File: config.mk
export PLATFORM = sky130hd
export DESIGN_NAME = tpu_axi4_result_writer
export DESIGN_NICKNAME = d
export VERILOG_FILES = /design/src/rtl/tpu_axi_pkg.sv /design/src/rtl/tpu_sync_fifo.sv /design/src/rtl/tpu_axi4_result_writer.sv
export SDC_FILE = /design/constraint.sdc
export NUM_CORES = 1
export LEC_CHECK = 0
export ABC_AREA = 1
export CAP_MARGIN = 20
export CORE_MARGIN = 8
export CORE_UTILIZATION = 45
export CTS_CLUSTER_SIZE = 8
export DETAILED_ROUTE_END_ITERATION = 10
export DONT_BUFFER_PORTS = 1
export GPL_ROUTABILITY_DRIVEN = 1
export REMOVE_ABC_BUFFERS = 1
export SLEW_MARGIN = 40
export SYNTH_ARGS = -nofsm -noshare
export SYNTH_HDL_FRONTEND = slang
export SYNTH_SLANG_ARGS = --single-unit
export TNS_END_PERCENT = 10
File: constraint.sdc
create_clock -name ACLK -period 6.8 [get_ports ACLK]
set_input_delay 0.68 -clock ACLK [delete_from_list [all_inputs] [get_ports ACLK]]
set_output_delay 0.68 -clock ACLK [all_outputs]
set_load 0.02 [all_outputs]
File: src/rtl/tpu_axi_pkg.sv
// Shared AXI4 constants, writer FSM states and elaboration helpers for the TPU AXI engines.
package tpu_axi_pkg;

  localparam logic [1:0] AXI_RESP_OKAY   = 2'b00;
  localparam logic [1:0] AXI_RESP_EXOKAY = 2'b01;
  localparam logic [1:0] AXI_RESP_SLVERR = 2'b10;
  localparam logic [1:0] AXI_RESP_DECERR = 2'b11;

  localparam logic [1:0] AXI_BURST_INCR  = 2'b01;

  localparam int AXI_4K = 4096;

  typedef enum logic [2:0] {
    IDLE,
    CALC,
    AW,
    W,
    B,
    DONE
  } wr_state_t;

  function automatic int clog2(input int value);
    int r;
    for (r = 0; (1 << r) < value; r++) begin
    end
    return r;
  endfunction

endpackage

File: src/rtl/tpu_sync_fifo.sv
// Single-clock FIFO with first-word-fall-through head; shared by the AXI write and read engines.
module tpu_sync_fifo
  import tpu_axi_pkg::*;
#(
  parameter int WIDTH = 32,
  parameter int DEPTH = 32
) (
  input  logic                  clk,
  input  logic                  rst_n,
  input  logic                  push,
  input  logic [WIDTH-1:0]      din,
  input  logic                  pop,
  output logic                  full,
  output logic                  empty,
  output logic [clog2(DEPTH):0] count,
  output logic [WIDTH-1:0]      dout
);

  localparam int PTR_W = clog2(DEPTH);

  logic [WIDTH-1:0] r_mem [DEPTH];
  logic [PTR_W-1:0] r_wr_ptr;
  logic [PTR_W-1:0] r_rd_ptr;
  logic [PTR_W:0]   r_count;
  logic             w_do_push;
  logic             w_do_pop;

  assign full  = (r_count == (PTR_W+1)'(DEPTH));
  assign empty = (r_count == '0);
  assign count = r_count;
  assign dout  = r_mem[r_rd_ptr];

  // A push into a full FIFO is accepted when the same cycle pops a word.
  assign w_do_pop  = pop && !empty;
  assign w_do_push = push && (!full || w_do_pop);

  always_ff @(posedge clk) begin
    if (w_do_push) r_mem[r_wr_ptr] <= din;
  end

  always_ff @(posedge clk or negedge rst_n) begin
    if (!rst_n) begin
      r_wr_ptr <= '0;
      r_rd_ptr <= '0;
      r_count  <= '0;
    end else begin
      if (w_do_push) r_wr_ptr <= r_wr_ptr + PTR_W'(1);
      if (w_do_pop)  r_rd_ptr <= r_rd_ptr + PTR_W'(1);
      case ({w_do_push, w_do_pop})
        2'b10:   r_count <= r_count + (PTR_W+1)'(1);
        2'b01:   r_count <= r_count - (PTR_W+1)'(1);
        default: r_count <= r_count;
      endcase
    end
  end

endmodule

File: src/rtl/tpu_axi4_result_writer.sv
// AXI4 write master draining the systolic-array result stream to memory in 4 KB-safe INCR bursts.
// state | meaning
// IDLE  | waiting for cfg_start
// CALC  | size next burst: min(remaining, BURST_LEN, room to 4 KB edge)
// AW    | address phase, held until FIFO holds the whole burst
// W     | data beats from FIFO head
// B     | waiting for write response
// DONE  | pulse done, return to IDLE
module tpu_axi4_result_writer
  import tpu_axi_pkg::*;
#(
  parameter int DATA_W     = 32,
  parameter int ADDR_W     = 32,
  parameter int ID_W       = 1,
  parameter int AXI_ID     = 0,
  parameter int BURST_LEN  = 16,
  parameter int FIFO_DEPTH = 32,
  parameter int CNT_W      = 16
) (
  input  logic                ACLK,
  input  logic                ARESETn,
  input  logic                cfg_start,
  input  logic [ADDR_W-1:0]   cfg_base_addr,
  input  logic [CNT_W-1:0]    cfg_num_words,
  output logic                busy,
  output logic                done,
  output logic                err,
  output logic [1:0]          err_resp,
  input  logic [DATA_W-1:0]   s_data,
  input  logic                s_valid,
  output logic                s_ready,
  output logic [ID_W-1:0]     M_AXI_AWID,
  output logic [ADDR_W-1:0]   M_AXI_AWADDR,
  output logic [7:0]          M_AXI_AWLEN,
  output logic [2:0]          M_AXI_AWSIZE,
  output logic [1:0]          M_AXI_AWBURST,
  output logic                M_AXI_AWVALID,
  input  logic                M_AXI_AWREADY,
  output logic [DATA_W-1:0]   M_AXI_WDATA,
  output logic [DATA_W/8-1:0] M_AXI_WSTRB,
  output logic                M_AXI_WLAST,
  output logic                M_AXI_WVALID,
  input  logic                M_AXI_WREADY,
  input  logic [1:0]          M_AXI_BRESP,
  input  logic                M_AXI_BVALID,
  output logic                M_AXI_BREADY
);

  localparam int BYTES    = DATA_W / 8;
  localparam int SIZE_LOG = clog2(BYTES);
  localparam int FCNT_W   = clog2(FIFO_DEPTH) + 1;

  wr_state_t          r_state;
  logic [ADDR_W-1:0]  r_addr;
  logic [CNT_W-1:0]   r_remain;
  logic [7:0]         r_awlen;
  logic [7:0]         r_beat;
  logic               r_busy;
  logic               r_done;
  logic               r_err;
  logic [1:0]         r_err_resp;

  logic               w_full;
  logic               w_empty;
  logic               w_push;
  logic               w_pop;
  logic [FCNT_W-1:0]  w_count;
  logic [DATA_W-1:0]  w_head;
  logic [12:0]        w_room;
  logic [12:0]        w_beats;
  logic [8:0]         w_burst_beats;
  logic               w_burst_buffered;

  tpu_sync_fifo #(
    .WIDTH (DATA_W),
    .DEPTH (FIFO_DEPTH)
  ) u_fifo (
    .clk   (ACLK),
    .rst_n (ARESETn),
    .push  (w_push),
    .din   (s_data),
    .pop   (w_pop),
    .full  (w_full),
    .empty (w_empty),
    .count (w_count),
    .dout  (w_head)
  );

  assign s_ready = !w_full;
  assign w_push  = s_valid && !w_full;
  assign w_pop   = M_AXI_WVALID && M_AXI_WREADY;

  // Beats left before the next 4 KB page; at most 4096 / BYTES, so 13 bits suffice.
  assign w_room = (13'(AXI_4K) - {1'b0, r_addr[11:0]}) >> SIZE_LOG;

  always_comb begin
    w_beats = w_room;
    if (32'(BURST_LEN) < 32'(w_beats)) w_beats = 13'(BURST_LEN);
    if (32'(r_remain) < 32'(w_beats))  w_beats = 13'(r_remain);
  end

  assign w_burst_beats    = {1'b0, r_awlen} + 9'd1;
  assign w_burst_buffered = (32'(w_count) >= 32'(w_burst_beats));

  assign M_AXI_AWID    = ID_W'(AXI_ID);
  assign M_AXI_AWADDR  = r_addr;
  assign M_AXI_AWLEN   = r_awlen;
  assign M_AXI_AWSIZE  = 3'(SIZE_LOG);
  assign M_AXI_AWBURST = AXI_BURST_INCR;
  assign M_AXI_AWVALID = (r_state == AW) && w_burst_buffered;
  assign M_AXI_WDATA   = w_head;
  assign M_AXI_WSTRB   = '1;
  assign M_AXI_WVALID  = (r_state == W) && !w_empty;
  assign M_AXI_WLAST   = (r_state == W) && (r_beat == r_awlen);
  assign M_AXI_BREADY  = (r_state == B);

  assign busy     = r_busy;
  assign done     = r_done;
  assign err      = r_err;
  assign err_resp = r_err_resp;

  always_ff @(posedge ACLK or negedge ARESETn) begin
    if (!ARESETn) begin
      r_state    <= IDLE;
      r_addr     <= '0;
      r_remain   <= '0;
      r_awlen    <= '0;
      r_beat     <= '0;
      r_busy     <= 1'b0;
      r_done     <= 1'b0;
      r_err      <= 1'b0;
      r_err_resp <= AXI_RESP_OKAY;
    end else begin
      r_done <= 1'b0;
      case (r_state)
        IDLE: begin
          if (cfg_start) begin
            r_addr     <= cfg_base_addr;
            r_remain   <= cfg_num_words;
            r_err      <= 1'b0;
            r_err_resp <= AXI_RESP_OKAY;
            r_busy     <= 1'b1;
            r_state    <= (cfg_num_words == '0) ? DONE : CALC;
          end
        end
        CALC: begin
          r_awlen <= 8'(w_beats - 13'd1);
          r_beat  <= '0;
          r_state <= AW;
        end
        AW: begin
          if (M_AXI_AWVALID && M_AXI_AWREADY) r_state <= W;
        end
        W: begin
          if (w_pop) begin
            r_beat <= r_beat + 8'd1;
            if (M_AXI_WLAST) r_state <= B;
          end
        end
        B: begin
          if (M_AXI_BVALID) begin
            if (M_AXI_BRESP != AXI_RESP_OKAY) begin
              r_err <= 1'b1;
              if (!r_err) r_err_resp <= M_AXI_BRESP;
              r_state <= DONE;
            end else begin
              r_addr   <= r_addr + (ADDR_W'(w_burst_beats) << SIZE_LOG);
              r_remain <= r_remain - CNT_W'(w_burst_beats);
              r_state  <= (r_remain == CNT_W'(w_burst_beats)) ? DONE : CALC;
            end
          end
        end
        DONE: begin
          r_busy  <= 1'b0;
          r_done  <= 1'b1;
          r_state <= IDLE;
        end
        default: r_state <= IDLE;
      endcase
    end
  end

endmodule

==> impl_metrics.csv <==
group,metric,value,unit
finish,fin_area,52800,µm²
cts,postCtsSetupRepairBufs,0,
setup_path,setup.worst_path.end_class,"output port",
floorplan,io_pins,181,
sta,setup_tns,0,ns
floorplan,row_count,117,
pwr,p_leak,17.5,nW
finish,syn2layout_area_growth,14.4,%
synthesis,synth_edf_count,1024,
setup_path,worst-path-max-fanout,148,
finish,drive_gt1_share,9.08,%
cts,clkSinkCount,1112,
sta,setup_viol,0,
setup_path,crit_required,6.12,ns
setup_path,max_stage_delay,0.75,ns
detailed_routing,antenna_left,0,
sta,finalHoldViolCount,0,
placement,placed_cell_area,47900,µm²
placement,dp_hpwl,68300,µm
placement,portBuffers,0,
sta,period_needed,4.57,ns
sta,rsz0062_at_grt,"false",
cts,cts_buffers,157,
floorplan,die_h,336,µm
sta,max_freq,219,MHz
finish,ff_latch_area,33000,µm²
sta,fin_ws,2.23,ns
run,drv_cap,0,
cts,clock-root-buffer,"clkbuf_16",
status,status,"completed",
detailed_routing,via_count,30800,
finish,mostFrequentLayoutCells,"1024 x edfxtp_1, 652 x nor2_1, 625 x o21ai_0",
global_route,grt_overflow,0,
setup_path,r2r_setup_slack,2.70,ns
setup_path,start_kind,"register",
global_route,grt_max_degree,183,
synthesis,ys_warn_count,0,
detailed_routing,drtPass1Iterations,6,
cts,cts_tree,"yes",
setup_path,arrival,3.89,ns
detailed_routing,drtIter0Drc,3190,
setup_path,worst-setup-path-type,"register to output port",
cts,path_clk_slew,0.05,ns
finish,final_core_util,51.9,%
placement,gp_congestion,0.826,
finish,multi_input_area,12000,µm²
detailed_routing,wl_per_cell,25.9,µm
synthesis,ys_seq_elements,1112,
synthesis,syn_area_per_cell,12.5,µm²
global_route,grt_pass1_wl,195000,µm
synthesis,synthArstFlopShare,7.91,%
setup_path,path_buf_inv,2,
hold_path,worstHoldEndpoint,"u_fifo.r_mem[7][14]",
hold_path,hp-start,"s_data[14]",
hold_path,min_path_cells,0,
cts,htree_levels,4,
floorplan,dieArea,113000,µm²
hold_path,hold_class,"input port to register",
synthesis,netlist_area,46100,µm²
synthesis,yosysUniqueCellTypes,47,
sta,worst_slew_pin_slew,1.00,ns
setup_path,crit_chain,"inv_12 > buf_4 > o21ai_0 > o221ai_1 > a31oi_1 > a32oi_1",
cts,insertion_delay,0.76,ns
global_route,antenna_found_initial,3,
detailed_routing,via_per_inst,5.98,
floorplan,core_area,102000,µm²
setup_path,r2r_cells,19,
setup_path,rr_startpoint,"M_AXI_AWLEN[2]",
setup_path,crit_family,"compound AO/OA/AOI/OAI gates",
floorplan,start_util,45.3,%
synthesis,ys.flop_type,"edfxtp_1",
sta,max_slew_margin,33.2,%
cts,clk_path_buf_depth,3,
floorplan,die_w,336,µm
sta,fin_crit_sh,67.2,%
sta,hold_slack,0.0404,ns
detailed_routing,drc,0,
sta,fin_skew,0.0371,ns
placement,preCtsSetupSlack,2.75,ns
finish,layout_commonest_cell,"edfxtp_1",
global_route,grtUsageTotal,23.0,%
finish,fillers,8587,
setup_path,crit_path_top_delay_cell,"a32oi_1",
pwr,power.density_cell_area,450,nW/µm²
detailed_routing,finalWirelength,133000,µm
setup_path,r2r-end,"M_AXI_AWADDR[30]",
sta,drv_slew,0,
finish,layout.nets,3870,
synthesis,ys_seq_area_share,71.4,%
pwr,ir_drop,356,µV
global_route,grt_pass1_vias,29900,
synthesis,synth_cells,3693,
[cell usage after synthesis, types with 4 or more instances]
library cell  number  area share [%]
nand3_1          121             1.3
inv_1            131             1.1
o21ai_0          625             6.8
o21ai_1           14            0.15
clkbuf_1         226             1.8
xnor2_1            8            0.15
o211ai_1          11            0.18
nor2_4             5            0.12
dfrtp_1           88             4.8
buf_1             10           0.081
a21oi_1           50            0.54
nor3_1            17            0.18
buf_2              4           0.043
nand2_1          161             1.3
ha_1              47             1.3
nand3_2            4           0.087
nand2_2            8            0.11
a32oi_1           28            0.53
edfxtp_1        1024              67
nand4_1           15            0.20
o221ai_1         192             3.6
a31oi_1           39            0.53
buf_4             10            0.16
nor4_1             7           0.095
inv_2              6           0.049
xor2_1            39            0.74
nor2_1           686             5.6
o22ai_1           82             1.1
[worst max-delay path by stage]
stage,from,endpoint,cells past startpoint
global route,u_fifo.r_rd_ptr[0],M_AXI_WDATA[10],8
global placement,u_fifo.r_rd_ptr[0],M_AXI_WDATA[10],8
detailed placement,M_AXI_AWLEN[2],M_AXI_AWADDR[30],19
finish,u_fifo.r_rd_ptr[1],M_AXI_WDATA[19],6
CTS,u_fifo.r_rd_ptr[0],M_AXI_WDATA[14],7
floorplan,u_fifo.r_rd_ptr[0],M_AXI_WDATA[0],7
[flip-flops by register name, indices dropped and copies added (netlist names)]
signal,flops
u_fifo.r_rd_ptr,5
r_beat,8
M_AXI_AWLEN,8
r_remain,16
u_fifo.count,6
err,1
u_fifo.r_wr_ptr,5
u_fifo.r_mem,1024
busy,1
r_state,3
done,1
err_resp,2
M_AXI_AWADDR,32
[worst reg2reg max path, stage by stage, from the launching register on]
cell	delay (ns)
dfrtp_1	0.63
nand3_1	0.20
nor2_1	0.13
nand2_1	0.08
nor3b_1	0.24
xor2_1	0.35
inv_1	0.18
ha_1	0.39
nand2_1	0.06
o21ai_1	0.18
nand2_1	0.09
nand2_1	0.09
nand4_1	0.16
nor2_2	0.28
nand3_1	0.20
nor3_2	0.28
nand3_1	0.11
o21ai_0	0.20
nor2_1	0.06
o22ai_1	0.11
[power by group]
| group | internal (mW) | switching (mW) |
|---|---|---|
| Sequential | 8.12 | 0.677 |
| Combinational | 2.22 | 5.68 |
| Clock | 4.23 | 2.84 |
[cells by family (layout without fill, tap and decap cells)]
group           after synthesis  after routing  synth area share (%)
flops                      1112           1112                  71.4
compound gates             1054           1054                  13.7
simple gates               1040           1040                  9.32
buf+inv                     388            459                  3.25
fa+ha+maj                    50             50                  1.40
xor+xnor                     47             47                 0.892
other cells                   2             18                0.0163
[cell type report]
class | instances | share of cell area [%]
multi-input combinational | 2207 | 22.8
sequential | 1112 | 62.5
clock inverter | 14 | 0.477
antenna | 2 | 0.00949
clock buffer | 192 | 7.82
tap | 1368 | 3.24
inverter | 138 | 1.05
timing repair buffer | 115 | 2.17
[routing by layer]
layer / part of all wire [%] / vias up / wire length (µm) / GRT usage, %
met3: 8.8 / 266 / 11700 / 5.70
li1: - / 13800 / - / -
met5: 0.019 / - / 25 / 0
met2: 48 / 1375 / 63400 / 37.4
met4: 3.2 / 4 / 4210 / 8.51
met1: 40 / 15300 / 53800 / 29.9
[what timing repair did]
item | in CTS | in global routing
gates resized for setup | 0 | 0
hold endpoints to repair | 822 | 12
hold buffers | 45 | 1
[through the flow]
step | std cells | power (mW)
2_1_floorplan | 3457 | 14.1
4_1_cts | 5143 | 23.9
3_5_place_dp | 4892 | 16.7
6_report | 5148 | 23.8
3_3_place_gp | 4883 | 16.6
5_1_grt | 5146 | 25.0
No activity file was read; power rests on OpenSTA's default activity.
